--- src/rtl/washer_pkg.sv ---
// Shared types for the phase timer: FSM states, one-hot phase codes, program level.
package washer_pkg;

    typedef enum logic [1:0] {
        ST_IDLE = 2'd0,
        ST_RUN  = 2'd1,
        ST_DONE = 2'd2
    } state_t;

    typedef logic [3:0] phase_t;
    typedef logic [1:0] level_t;

    localparam int     N_PHASES = 4;
    localparam phase_t PH_NONE  = 4'b0000;
    localparam phase_t PH_SOAK  = 4'b0001;
    localparam phase_t PH_WASH  = 4'b0010;
    localparam phase_t PH_RINSE = 4'b0100;
    localparam phase_t PH_SPIN  = 4'b1000;

    function automatic logic is_multi_hot(input phase_t v);
        return (v & (v - 4'd1)) != 4'd0;
    endfunction

    function automatic logic is_one_hot(input phase_t v);
        return (v != 4'd0) && !is_multi_hot(v);
    endfunction

endpackage

--- src/rtl/phase_timer_tick_down_counter.sv ---
// Loadable down-counter with clear, enable-gated decrement and zero/one flags.
module tick_down_counter #(
    parameter int CNT_W = 8
) (
    input  logic             clk,
    input  logic             rst,
    input  logic             clear,
    input  logic             load,
    input  logic [CNT_W-1:0] load_value,
    input  logic             dec,
    output logic [CNT_W-1:0] count,
    output logic             is_zero,
    output logic             is_one
);

    logic [CNT_W-1:0] count_reg;

    always_ff @(posedge clk) begin
        if (rst || clear) begin
            count_reg <= '0;
        end else if (load) begin
            count_reg <= load_value;
        end else if (dec && (count_reg != '0)) begin
            count_reg <= count_reg - 1'b1;
        end
    end

    assign count   = count_reg;
    assign is_zero = (count_reg == '0);
    assign is_one  = (count_reg == {{(CNT_W-1){1'b0}}, 1'b1});

endmodule

--- src/rtl/phase_timer.sv ---
// Wash-cycle phase timer: times one enabled phase for BASE*level ticks and pulses its done flag.
// Optional door pause feature enabled by defining PHASE_TIMER_PAUSE_EN.
module phase_timer
    import washer_pkg::*;
#(
    parameter int CNT_W      = 8,
    parameter int SOAK_BASE  = 10,
    parameter int WASH_BASE  = 15,
    parameter int RINSE_BASE = 10,
    parameter int SPIN_BASE  = 5
) (
    input  logic             clk,
    input  logic             rst,
    input  logic             tick,
    input  logic             ready1,
    input  logic             ready2,
    input  logic             ready3,
    input  logic             soak,
    input  logic             wash,
    input  logic             rinse,
    input  logic             spin,
`ifdef PHASE_TIMER_PAUSE_EN
    input  logic             door_open,
`endif
    output logic             soaked,
    output logic             washed,
    output logic             rinsed,
    output logic             spun,
    output logic [CNT_W-1:0] remaining,
    output logic             busy,
`ifdef PHASE_TIMER_PAUSE_EN
    output logic             paused,
`endif
    output logic             phase_err
);

    localparam logic [CNT_W+1:0] SAT_MAX = {2'b00, {CNT_W{1'b1}}};

    state_t           state_reg, state_next;
    phase_t           phase_reg, phase_next;
    phase_t           done_reg,  done_next;
    level_t           level_reg;
    logic             err_reg;
    phase_t           phase_vec;
    logic             multi_hot;
    logic             count_hold;
    logic             cnt_load, cnt_clear, cnt_dec;
    logic             cnt_zero, cnt_one;
    logic [CNT_W-1:0] load_value;
    logic [CNT_W-1:0] dur [N_PHASES];

    assign phase_vec = {spin, rinse, wash, soak};
    assign multi_hot = is_multi_hot(phase_vec);

`ifdef PHASE_TIMER_PAUSE_EN
    logic paused_reg;
    assign count_hold = door_open;
`else
    assign count_hold = 1'b0;
`endif

    always_ff @(posedge clk) begin
        if (rst) begin
            level_reg <= 2'd1;
        end else if (ready3) begin
            level_reg <= 2'd3;
        end else if (ready2) begin
            level_reg <= 2'd2;
        end else if (ready1) begin
            level_reg <= 2'd1;
        end
    end

    // Per-phase duration, widened by two bits so BASE*3 can be detected and saturated.
    generate
        for (genvar gi = 0; gi < N_PHASES; gi++) begin : g_dur
            localparam int BASE = (gi == 0) ? SOAK_BASE :
                                  (gi == 1) ? WASH_BASE :
                                  (gi == 2) ? RINSE_BASE : SPIN_BASE;
            logic [CNT_W+1:0] prod;
            assign prod    = (CNT_W+2)'(BASE) * (CNT_W+2)'(level_reg);
            assign dur[gi] = (prod > SAT_MAX) ? {CNT_W{1'b1}} : prod[CNT_W-1:0];
        end
    endgenerate

    always_comb begin
        load_value = '0;
        for (int i = 0; i < N_PHASES; i++) begin
            if (phase_vec[i]) begin
                load_value = dur[i];
            end
        end
    end

    always_comb begin
        state_next = state_reg;
        phase_next = phase_reg;
        done_next  = PH_NONE;
        cnt_load   = 1'b0;
        cnt_clear  = 1'b0;
        cnt_dec    = 1'b0;
        if (multi_hot) begin
            state_next = ST_IDLE;
            phase_next = PH_NONE;
            cnt_clear  = 1'b1;
        end else begin
            case (state_reg)
                ST_IDLE: begin
                    if (phase_vec != PH_NONE) begin
                        state_next = ST_RUN;
                        phase_next = phase_vec;
                        cnt_load   = 1'b1;
                    end
                end
                ST_RUN: begin
                    if (phase_vec == PH_NONE) begin
                        state_next = ST_IDLE;
                        phase_next = PH_NONE;
                        cnt_clear  = 1'b1;
                    end else if (phase_vec != phase_reg) begin
                        phase_next = phase_vec;
                        cnt_load   = 1'b1;
                    end else if (tick && !count_hold) begin
                        // A zero-length phase (BASE of 0) completes on its first tick.
                        if (cnt_one || cnt_zero) begin
                            state_next = ST_DONE;
                            done_next  = phase_reg;
                            cnt_clear  = 1'b1;
                        end else begin
                            cnt_dec = 1'b1;
                        end
                    end
                end
                ST_DONE: begin
                    if (phase_vec != phase_reg) begin
                        state_next = ST_IDLE;
                        phase_next = PH_NONE;
                    end
                end
                default: begin
                    state_next = ST_IDLE;
                    phase_next = PH_NONE;
                    cnt_clear  = 1'b1;
                end
            endcase
        end
    end

    always_ff @(posedge clk) begin
        if (rst) begin
            state_reg <= ST_IDLE;
            phase_reg <= PH_NONE;
            done_reg  <= PH_NONE;
            err_reg   <= 1'b0;
        end else begin
            state_reg <= state_next;
            phase_reg <= phase_next;
            done_reg  <= done_next;
            err_reg   <= multi_hot;
        end
    end

`ifdef PHASE_TIMER_PAUSE_EN
    always_ff @(posedge clk) begin
        if (rst) begin
            paused_reg <= 1'b0;
        end else begin
            paused_reg <= (state_next == ST_RUN) && door_open;
        end
    end
    assign paused = paused_reg;
`endif

    tick_down_counter #(
        .CNT_W (CNT_W)
    ) u_counter (
        .clk        (clk),
        .rst        (rst),
        .clear      (cnt_clear),
        .load       (cnt_load),
        .load_value (load_value),
        .dec        (cnt_dec),
        .count      (remaining),
        .is_zero    (cnt_zero),
        .is_one     (cnt_one)
    );

    assign soaked    = done_reg[0];
    assign washed    = done_reg[1];
    assign rinsed    = done_reg[2];
    assign spun      = done_reg[3];
    assign busy      = (state_reg == ST_RUN);
    assign phase_err = err_reg;

endmodule

--- config.mk ---
export PLATFORM = sky130hd
export DESIGN_NAME = phase_timer
export DESIGN_NICKNAME = d
export VERILOG_FILES = /design/src/rtl/washer_pkg.sv /design/src/rtl/phase_timer_tick_down_counter.sv /design/src/rtl/phase_timer.sv
export SDC_FILE = /design/constraint.sdc
export NUM_CORES = 1
export LEC_CHECK = 0
export ABC_AREA = 0
export CORE_MARGIN = 2
export CORE_UTILIZATION = 42
export CTS_BUF_LIST = sky130_fd_sc_hd__clkbuf_8
export DETAILED_ROUTE_END_ITERATION = 8
export GPL_ROUTABILITY_DRIVEN = 0
export PLACE_DENSITY = 0.7
export SLEW_MARGIN = 20
export SYNTH_ARGS = -nofsm -noshare
export SYNTH_HDL_FRONTEND = slang
export SYNTH_SLANG_ARGS = --single-unit
--- constraint.sdc ---
create_clock -name clk -period 2 [get_ports clk]
set_input_delay 0.3 -clock clk [delete_from_list [all_inputs] [get_ports clk]]
set_output_delay 0.3 -clock clk [all_outputs]
set_load 0.02 [all_outputs]
# Word level (Yosys, flattened, before mapping)
# Index checks and enable logic that the tools add are counted.
# word_totals
ff_bits,21
wordCells,88
out_inout_bits,14
input_bits,10
# op_classes
n_reduce_logical,18
mul,3
n_addsub,2
n_bitwise,4
eq_ne,10
mux,41
magnitude_cmp,3
# op_table
op,count
two-way mux 8 bit,9
two-way mux 2 bit,9
"greater-than comparator 6 x 8 -> 1 bit, second input constant",2
two-way mux 4 bit,4
two-way mux 1 bit,15
case mux 4 bit (3 select lines),1
"multiplier 3 x 2 -> 5 bit, first input constant",2
"equality test 8 x 1 -> 1 bit, second input constant",1
"greater-than comparator 5 x 8 -> 1 bit, second input constant",1
zero test 8 bit,1
nonzero test 4 bit,2
nonzero test 8 bit,1
"subtractor 8 x 1 -> 8 bit, second input constant",1
OR reduction 7 bit,1
"multiplier 4 x 2 -> 6 bit, first input constant",1
"!= test 3 x 1 -> 1 bit, second input constant",2
case mux 2 bit (3 select lines),1
OR reduction 2 bit,3
AND reduction 5 bit,1
AND 4 bit,1
zero test 4 bit,1
"!= test 2 bit, second input constant",2
!= test 4 bit,1
case mux 1 bit (2 select lines),2
12 further kinds,16

# Logic depth before layout (Yosys ltp)
# logic_depth
ltp_word,11
depth_mapped,8
depth_no_buf,8

# Modules after synthesis
# A second synthesis with hierarchy kept.
# hier_totals
cells_unflattened,158
hier_area_um2,1347.5
# modules_own_cells
module,instances,seq_area_each_um2,cells_per_inst,area_each_um2
phase_timer,1,260.2,97,823.3
tick_down_counter,1,160.2,61,524.3

# Worst setup path before layout
# OpenSTA, ideal clock, no wires.
# synth_path
path_kind,reg-to-reg
startpoint,register u_counter.count_reg[0] (netlist: u_counter.count[0])
endpoint,register u_counter.count_reg[4] (netlist: u_counter.count[4])
setup_time_ns,0.074
required_time_ns,1.926
arrival_ns,2.034
period_less_slack_ns,2.108
setup_slack_ns,-0.108
path_stages_with_launch,9
n_path_buf,0
cell_sequence,dfxtp_1 > inv_1 > ha_1 > nor2_1 > o41ai_2 > a211oi_4 > nand3_2 > or4_1 > a31oi_1
# synth_between
elab_chain_len,10
elab_cells_between_ends,22
cone_classes,1 x add/sub; 1 x eq/ne; 14 x mux; 6 x reduce/logical
# synth_lines
element,line_no,source
"start, declared",phase_timer_tick_down_counter.sv:16,logic [CNT_W-1:0] count_reg;
"start signal, assigned",phase_timer_tick_down_counter.sv:22,count_reg <= load_value;
"start signal, assigned",phase_timer_tick_down_counter.sv:24,count_reg <= count_reg - 1'b1;
equality test 8 x 1 -> 1 bit / zero test 8 bit (equally long branches),"phase_timer_tick_down_counter.sv:30, phase_timer_tick_down_counter.sv:29",
logical OR 1 bit,phase_timer.sv:125,if (cnt_one || cnt_zero) begin
two-way mux 1 bit,phase_timer.sv:125,
two-way mux 1 bit,phase_timer.sv:123,end else if (tick && !count_hold) begin
two-way mux 1 bit,phase_timer.sv:120,end else if (phase_vec != phase_reg) begin
two-way mux 1 bit,phase_timer.sv:116,if (phase_vec == PH_NONE) begin
two-way mux 1 bit,phase_timer.sv:107,case (state_reg)
two-way mux 1 bit,phase_timer.sv:102,if (multi_hot) begin
logical AND 1 bit,phase_timer_tick_down_counter.sv:23,end else if (dec && (count_reg != '0)) begin
nonzero test 2 bit (no line),-,
# Several ways; a longest one is shown, not always the timed one. The select of a mux whose other input is x is not followed.
# A chain may end at the register's enable or synchronous reset.

# Worst setup path in the final report
# layout_path
startpoint,register u_counter.count_reg[4] (netlist: u_counter.count[4])
endpoint,register u_counter.count_reg[1] (netlist: u_counter.count[1])
# Same word-level chain as after synthesis.

==> impl_metrics.py <==
metrics = {
    "cells_and_area": {
        "layout-drive-gt1-share": 0.340,
        "final_common_cell": "buf_4",
        "syn2layout_area_growth_pct": 50.6,
        "diodes": 0,
        "num-fill-cells": 231,
        "final_cell_mix": "buf_4, clkdlybuf4s50_1, nor2_1",
        "largest_reg_flops": 8,
        "nets": 214,
        "final_cells": 228,
    },
    "timing": {
        "hold_viol": 0,
        "timing.final.crit_share": 0.986,
        "tightest_slew_ps": 391,
        "whs_ps": 475,
        "final_max_slew_viol_count": 0,
        "setup_viol": 0,
        "skew_ps": 4.37,
        "timing.fmax_mhz": 507,
        "slew_headroom": 0.739,
        "min_period_ps": 1970,
    },
    "logic_synthesis": {
        "synth.distinct_cells": 45,
        "synthXorXnorAreaFrac": 0.0786,
        "yosys.area_share.adder": 0.0612,
        "synth-simple-area-share": 0.246,
        "synth_seq_cells": 21,
        "synth_compound_area_frac": 0.198,
        "synth.avg_cell_area_sq_um": 8.70,
        "seq_area_frac_synth": 0.343,
        "netlist_instances": 141,
        "yosysWarnings": 0,
        "synth.area.mux_share": 0.0255,
        "syn-cell-area_sq_um": 1230,
        "syn_nets": 157,
        "synth_top_family_by_area": "simple AND/OR/NAND/NOR gates",
    },
    "cts": {
        "clock-sinks": 21,
        "cts_max_level": 1,
        "cts_tree": "yes",
        "clkTransAtPathRegs_ps": 80,
        "cts_buffers": 3,
        "root_buffer": "clkbuf_8",
        "clock_latency_ps": 260,
        "clockBufferDepth": 2,
        "cts_hold_buf": 0,
    },
    "floorplan": {
        "fp.coreArea_sq_um": 2760,
        "ios": 24,
        "die_area_sq_um": 3370,
        "initial_core_util": 0.445,
        "die_w_um": 58.0,
        "die_height_um": 58.0,
        "rows": 19,
    },
    "power": {
        "peakVddDrop_mv": 0.475,
        "p_leak_nw": 0.784,
        "p_per_area_nw_per_um2": 506,
    },
    "worst_hold_path": {
        "hold_class": "input port to flop",
        "min_to": "phase_reg[0]$_SDFFE_PP0P_",
        "worstHoldStart": "soak",
        "hold_depth": 3,
    },
    "worst_setup_path": {
        "r2r_cells": 7,
        "r2r_slack_ps": 30,
        "r2r_end": "u_counter.count[1]$_SDFFE_PP0P_",
        "r2r_start": "u_counter.count[4]$_SDFFE_PP0P_",
        "crit_path_max_fanout": 4,
        "worstSetupPathType": "flop to flop",
        "cp-end-kind": "flop",
        "crit_path_start_kind": "flop",
        "cp.arrival_ps": 2160,
        "crit_required_ps": 2190,
    },
    "routing": {
        "firstDrtPassIters": 4,
        "wl_met2_um": 1700,
        "wl_um": 3430,
        "vias": 1271,
        "antenna_left": 0,
        "drt-initial-drc-count": 43,
        "viasPerCell": 5.57,
        "met3_length_um": 114,
        "drcViolationCount": 0,
        "met1Wirelength_um": 1480,
        "maxUsedRoutingLayer": "met4",
        "wl_per_cell_um": 15.0,
    },
    "run_status": {
        "status": "completed",
    },
    "placed_design": {
        "post-dp-hpwl_um": 2330,
        "placedCellCount": 219,
        "port_buffers": 23,
    },
    "global_route": {
        "grt_pass1_wl_um": 5240,
        "track_usage": 0.199,
        "grt_pass1_vias": 1221,
        "grt_max_degree": 14,
        "grt_overflow": 0,
        "antenna_found_initial": 0,
    },
    "flow_run": {
        "max_cap_violations": 0,
    },
}
[how the worst max path moves through the flow]
| stage | from | end | slack (ps) | cells past startpoint |
|---|---|---|---|---|
| 2_1_floorplan | u_counter.count[0]$_SDFFE_PP0P_ | u_counter.count[4]$_SDFFE_PP0P_ | 10 | 8 |
| 3_3_place_gp | spin | u_counter.count[1]$_SDFFE_PP0P_ | -380 | 8 |
| 3_5_place_dp | soak | u_counter.count[4]$_SDFFE_PP0P_ | -450 | 7 |
| 4_1_cts | rinse | u_counter.count[4]$_SDFFE_PP0P_ | 7 | 8 |
| 5_1_grt | u_counter.count[4]$_SDFFE_PP0P_ | u_counter.count[1]$_SDFFE_PP0P_ | -50 | 7 |
| 6_report | u_counter.count[4]$_SDFFE_PP0P_ | u_counter.count[1]$_SDFFE_PP0P_ | 30 | 7 |
[power by group]
part	leakage [nW]	switching (W)	internal (W)
Combinational	0.589	0.000104	0.000102
Clock	0.0217	0.000147	0.000141
Sequential	0.173	0.0000123	0.000429
[timing repair]
item,CTS,global route
pin swaps,3,9
gates cloned,0,0
resized for setup,9,19
endpoints found under the setup margin,16,14
setup buffers,1,4
[area by class of cell]
| cell class | instances | area, sq um | area share |
|---|---|---|---|
| multi-input combinational | 107 | 821 | 0.444 |
| timing repair buffer | 58 | 484 | 0.262 |
| sequential | 21 | 428 | 0.232 |
| clock buffer | 3 | 41.3 | 0.0224 |
| tap | 31 | 38.8 | 0.0210 |
| inverter | 7 | 26.3 | 0.0142 |
| clock inverter | 1 | 7.51 | 0.00407 |
[layer usage]
layer	GRT usage	vias to the layer above
li1	-	619
met1	0.253	594
met5	0	-
met3	0.0290	16
met4	0.0631	0
met2	0.347	42
[Yosys cell counts]
cell,n,area [sq um]
dfxtp_1,21,420
nor2_1,20,75.1
xor2_1,9,78.8
inv_1,7,26.3
nand2_1,7,26.3
ha_1,6,75.1
a211oi_1,5,37.5
a21oi_1,5,25.0
and3_1,5,31.3
nor3_1,4,20.0
a21o_1,3,22.5
a31oi_1,3,18.8
a211o_1,2,17.5
a221oi_1,2,17.5
buf_2,2,10.0
buf_4,2,15.0
clkbuf_1,2,7.51
mux2i_1,2,20.0
nand2b_1,2,12.5
nand3_1,2,10.0
nand3b_1,2,15.0
nand4_1,2,12.5
o22ai_1,2,12.5
or3b_2,2,17.5
xnor2_1,2,17.5
a211oi_4,1,20.0
a22oi_1,1,7.51
a31o_2,1,8.76
and2_1,1,6.26
mux2_1,1,11.3
nand3_2,1,10.0
nor2b_1,1,6.26
nor4_1,1,6.26
nor4_2,1,12.5
nor4b_1,1,8.76
o21ai_0,1,5.00
o21bai_1,1,7.51
o221ai_1,1,8.76
o2bb2ai_1,1,8.76
o311ai_0,1,8.76
o41ai_2,1,16.3
or2_2,1,6.26
or3_1,1,6.26
or3_4,1,11.3
or4_1,1,7.51
[worst max-delay path: stages (launching register included)]
cell	delay [ps]
dfxtp_2	330
or3_4	410
o41ai_4	390
a211oi_4	70
buf_6	140
nand2_2	100
mux2_4	310
o22ai_1	150
[metrics by stage]
stage	setup TNS, ps	util	instance area, sq um	power (W)	setup slack [ps]
after floorplan	0	-	1230	0.000550	10.8
after global placement	-5140	0.613	1690	0.000634	-381
after detailed placement	-6000	0.613	1690	0.000638	-453
after CTS	0	0.641	1770	0.000922	7.08
after global routing	-57.0	0.670	1850	0.000980	-45.8
final	0	0.670	1850	0.000935	27.7
[cells by family (layout without fill, tap and decap cells)]
family | after synthesis | in the layout
xor+xnor | 11 | 11
mux | 3 | 3
flops | 21 | 21
fa+ha+maj | 6 | 6
compound gates | 31 | 31
buf+inv | 13 | 69
simple gates | 56 | 56
Power figures use the tool's default switching activity.
==> edit: new RTL, same settings <==
The option `PHASE_TIMER_PAUSE_EN` is turned on by a define.
--- a/src/rtl/phase_timer.sv
+++ b/src/rtl/phase_timer.sv
@@ -1,4 +1,6 @@
 // Wash-cycle phase timer: times one enabled phase for BASE*level ticks and pulses its done flag.
 // Optional door pause feature enabled by defining PHASE_TIMER_PAUSE_EN.
+`define PHASE_TIMER_PAUSE_EN
+
 module phase_timer
     import washer_pkg::*;
Ports: changed (added door_open and paused); port bits go from 24 to 26. The function was not compared with the original's and may differ.
==> edit against the unedited design <==
Synthesized area increased by 11%; setup slack got worse by 0.039 ns; the flow now finishes with violations (setup timing); total power increased by 22%; final cell count increased by 12%; critical path depth unchanged; final area increased by 13%; sequential cell count increased by 1; fmax decreased by 1.9%; routed wire length increased by 4.2%; combinational power increased by 23%.
==> edit: results (changes against the unedited design) <==
The flow ran to the end, but the final reports show violations. The checks that failed: setup timing. The transition time of the tightest slew-check pin is 0.434 ns (+0.0433 ns), and the total wire length is 3.57 mm (+4.2%). The run gives 230 (+7.5%) as the count of nets after finishing. First-pass GRT wire length: 5.66 mm (+8.2%). The total leakage power was 0.841 nW (+7.3%); the global router's overall resource usage was 0.203 (+0.00344).

Counting instances in the post-synthesis netlist gives the leading cell types as dfxtp_1, nor2_1, a21oi_1, inv_1, nand2_1. For the HPWL reported at the end of detailed placement, the log shows 2.64 mm (+13%). For the number of global-route vias before repair, the log shows 1305 (+6.9%).

Sorting the synthesized cells by area gives the leading types as dfxtp_1, ha_1, nor2_1, a21oi_1, inv_1. The number of detailed-route iterations in the first pass was 4 (unchanged). The final count of negative-setup-slack endpoints is 1 (+1), and the later-pin clock latency in the skew report is 0.27 ns. The worst hold path cell count is 2 (-1). The clock root buffer is clkbuf_8.

The count of port buffers added during placement was 25 (+8.7%). Largest stage delay on the critical path: 0.49 ns (+0.08 ns). The slowest stage of the critical path is the or4b_1 cell. The number of nets produced by synthesis is 174 (+11%).

The data arrival time of the critical path came out at 2.18 ns (+0.02 ns). The maximum clock skew at final layout was 0.00206 ns (-0.00231 ns); the sequential fraction of the synthesis area was 0.322 (-0.0205). The routed length on met1 was 1.53 mm (+3.5%); the total length of routed met3 wires was 176 um (+54%).

DRC violation total after the first TritonRoute iteration: 49 (+14%). On the critical path the largest part of the delay comes from simple AND/OR/NAND/NOR gates. The share of post-route cells with drive strength above 1 came out at 0.368 (+0.0278).

For the length of routed met2 wiring, the log shows 1.77 mm (+4.2%). The detailed-route vias per instance is 5.48 (-1.6%), and the worst vdd rail ir drop is 0.448 mV (-5.7%). The tools report the total negative slack for setup checks as -0.0108 ns (-0.0108 ns). The final setup slack of the worst path is -0.0108 ns (-0.0386 ns).

The number of distinct library cells after synthesis was 49 (+8.9%). The placement-stage worst setup slack is -0.549 ns (-0.0964 ns).
[edit: cell types whose count changed after synthesis, moves of 5 or more]
cell and delta:
xor2_1 -8, nor2b_1 +5, a21oi_1 +6, nor2_1 -5, o21ai_0 +6, and3_1 -5
[edit: where the power goes]
group / total [mW] / internal [mW] / switching, mW
registers: 0.462 / 0.447 / 0.0150
clock network: 0.423 / 0.268 / 0.156
logic: 0.253 / 0.128 / 0.125
total: 1.14 / 0.842 / 0.295
[edit: cells by family (layout without fill, tap and decap cells)]
logic type / count (synthesis) / in the layout / synth area share
AOI/OAI and AO/OA: 37 / 37 / 0.188
xor gates and xnor gates: 6 / 6 / 0.0632
adders and majority gates: 6 / 6 / 0.0549
buffers and inverters: 19 / 74 / 0.0687
DFF: 22 / 22 / 0.322
muxes: 2 / 2 / 0.0156
and+or+nand+nor: 65 / 65 / 0.288
[edit: final timing paths]
| kind | slack, ns | endpoint | from |
|---|---|---|---|
| max | -0.01 | u_counter.count[4] | u_counter.count[0] |
| min | 0.38 | paused | door_open |
| max reg2reg | -0.01 | u_counter.count[4] | u_counter.count[0] |
| min reg2reg | 0.49 | phase_reg[1] | phase_reg[1] |
[edit: layout make-up]
class | instances | area (um^2)
Fill cell | 253 | 990
Multi-Input combinational cell | 116 | 961
Timing Repair Buffer | 59 | 494
Sequential cell | 22 | 460
Tap cell | 44 | 55.1
Inverter | 11 | 46.3
Clock buffer | 3 | 41.3
Clock inverter | 1 | 30.0
[edit: what timing repair did]
item	4_1_cts	5_1_grt
pin swaps	1	5
endpoints found under the setup margin	12	10
buffers inserted	2	2
resized for setup	6	31
[edit: worst register-to-register path, cell delays in order, from the launching register on]
cell and delay, ns:
dfxtp_4 0.40, inv_4 0.05, ha_4 0.15, nor2_4 0.14, nor4_4 0.07, or4_4 0.43, or4b_1 0.49, and3b_1 0.19
[edit: per-stage QoR]
step | std cells | cell area (um^2) | total power [mW] | hold slack [ns]
after CTS | 254 | 2000 | 1.13 | 0.511
after detailed placement | 248 | 1900 | 0.698 | 0.497
after floorplan | 157 | 1420 | 0.607 | 0.369
after global routing | 256 | 2090 | 1.18 | 0.380
after global placement | 248 | 1900 | 0.691 | 0.495
final | 256 | 2090 | 1.14 | 0.378
[edit: metal layers]
layer	track usage	vias to the layer above
met5	0	-
met2	0.333	47
met3	0.0294	12
met4	0.0870	0
met1	0.266	661
li1	-	684
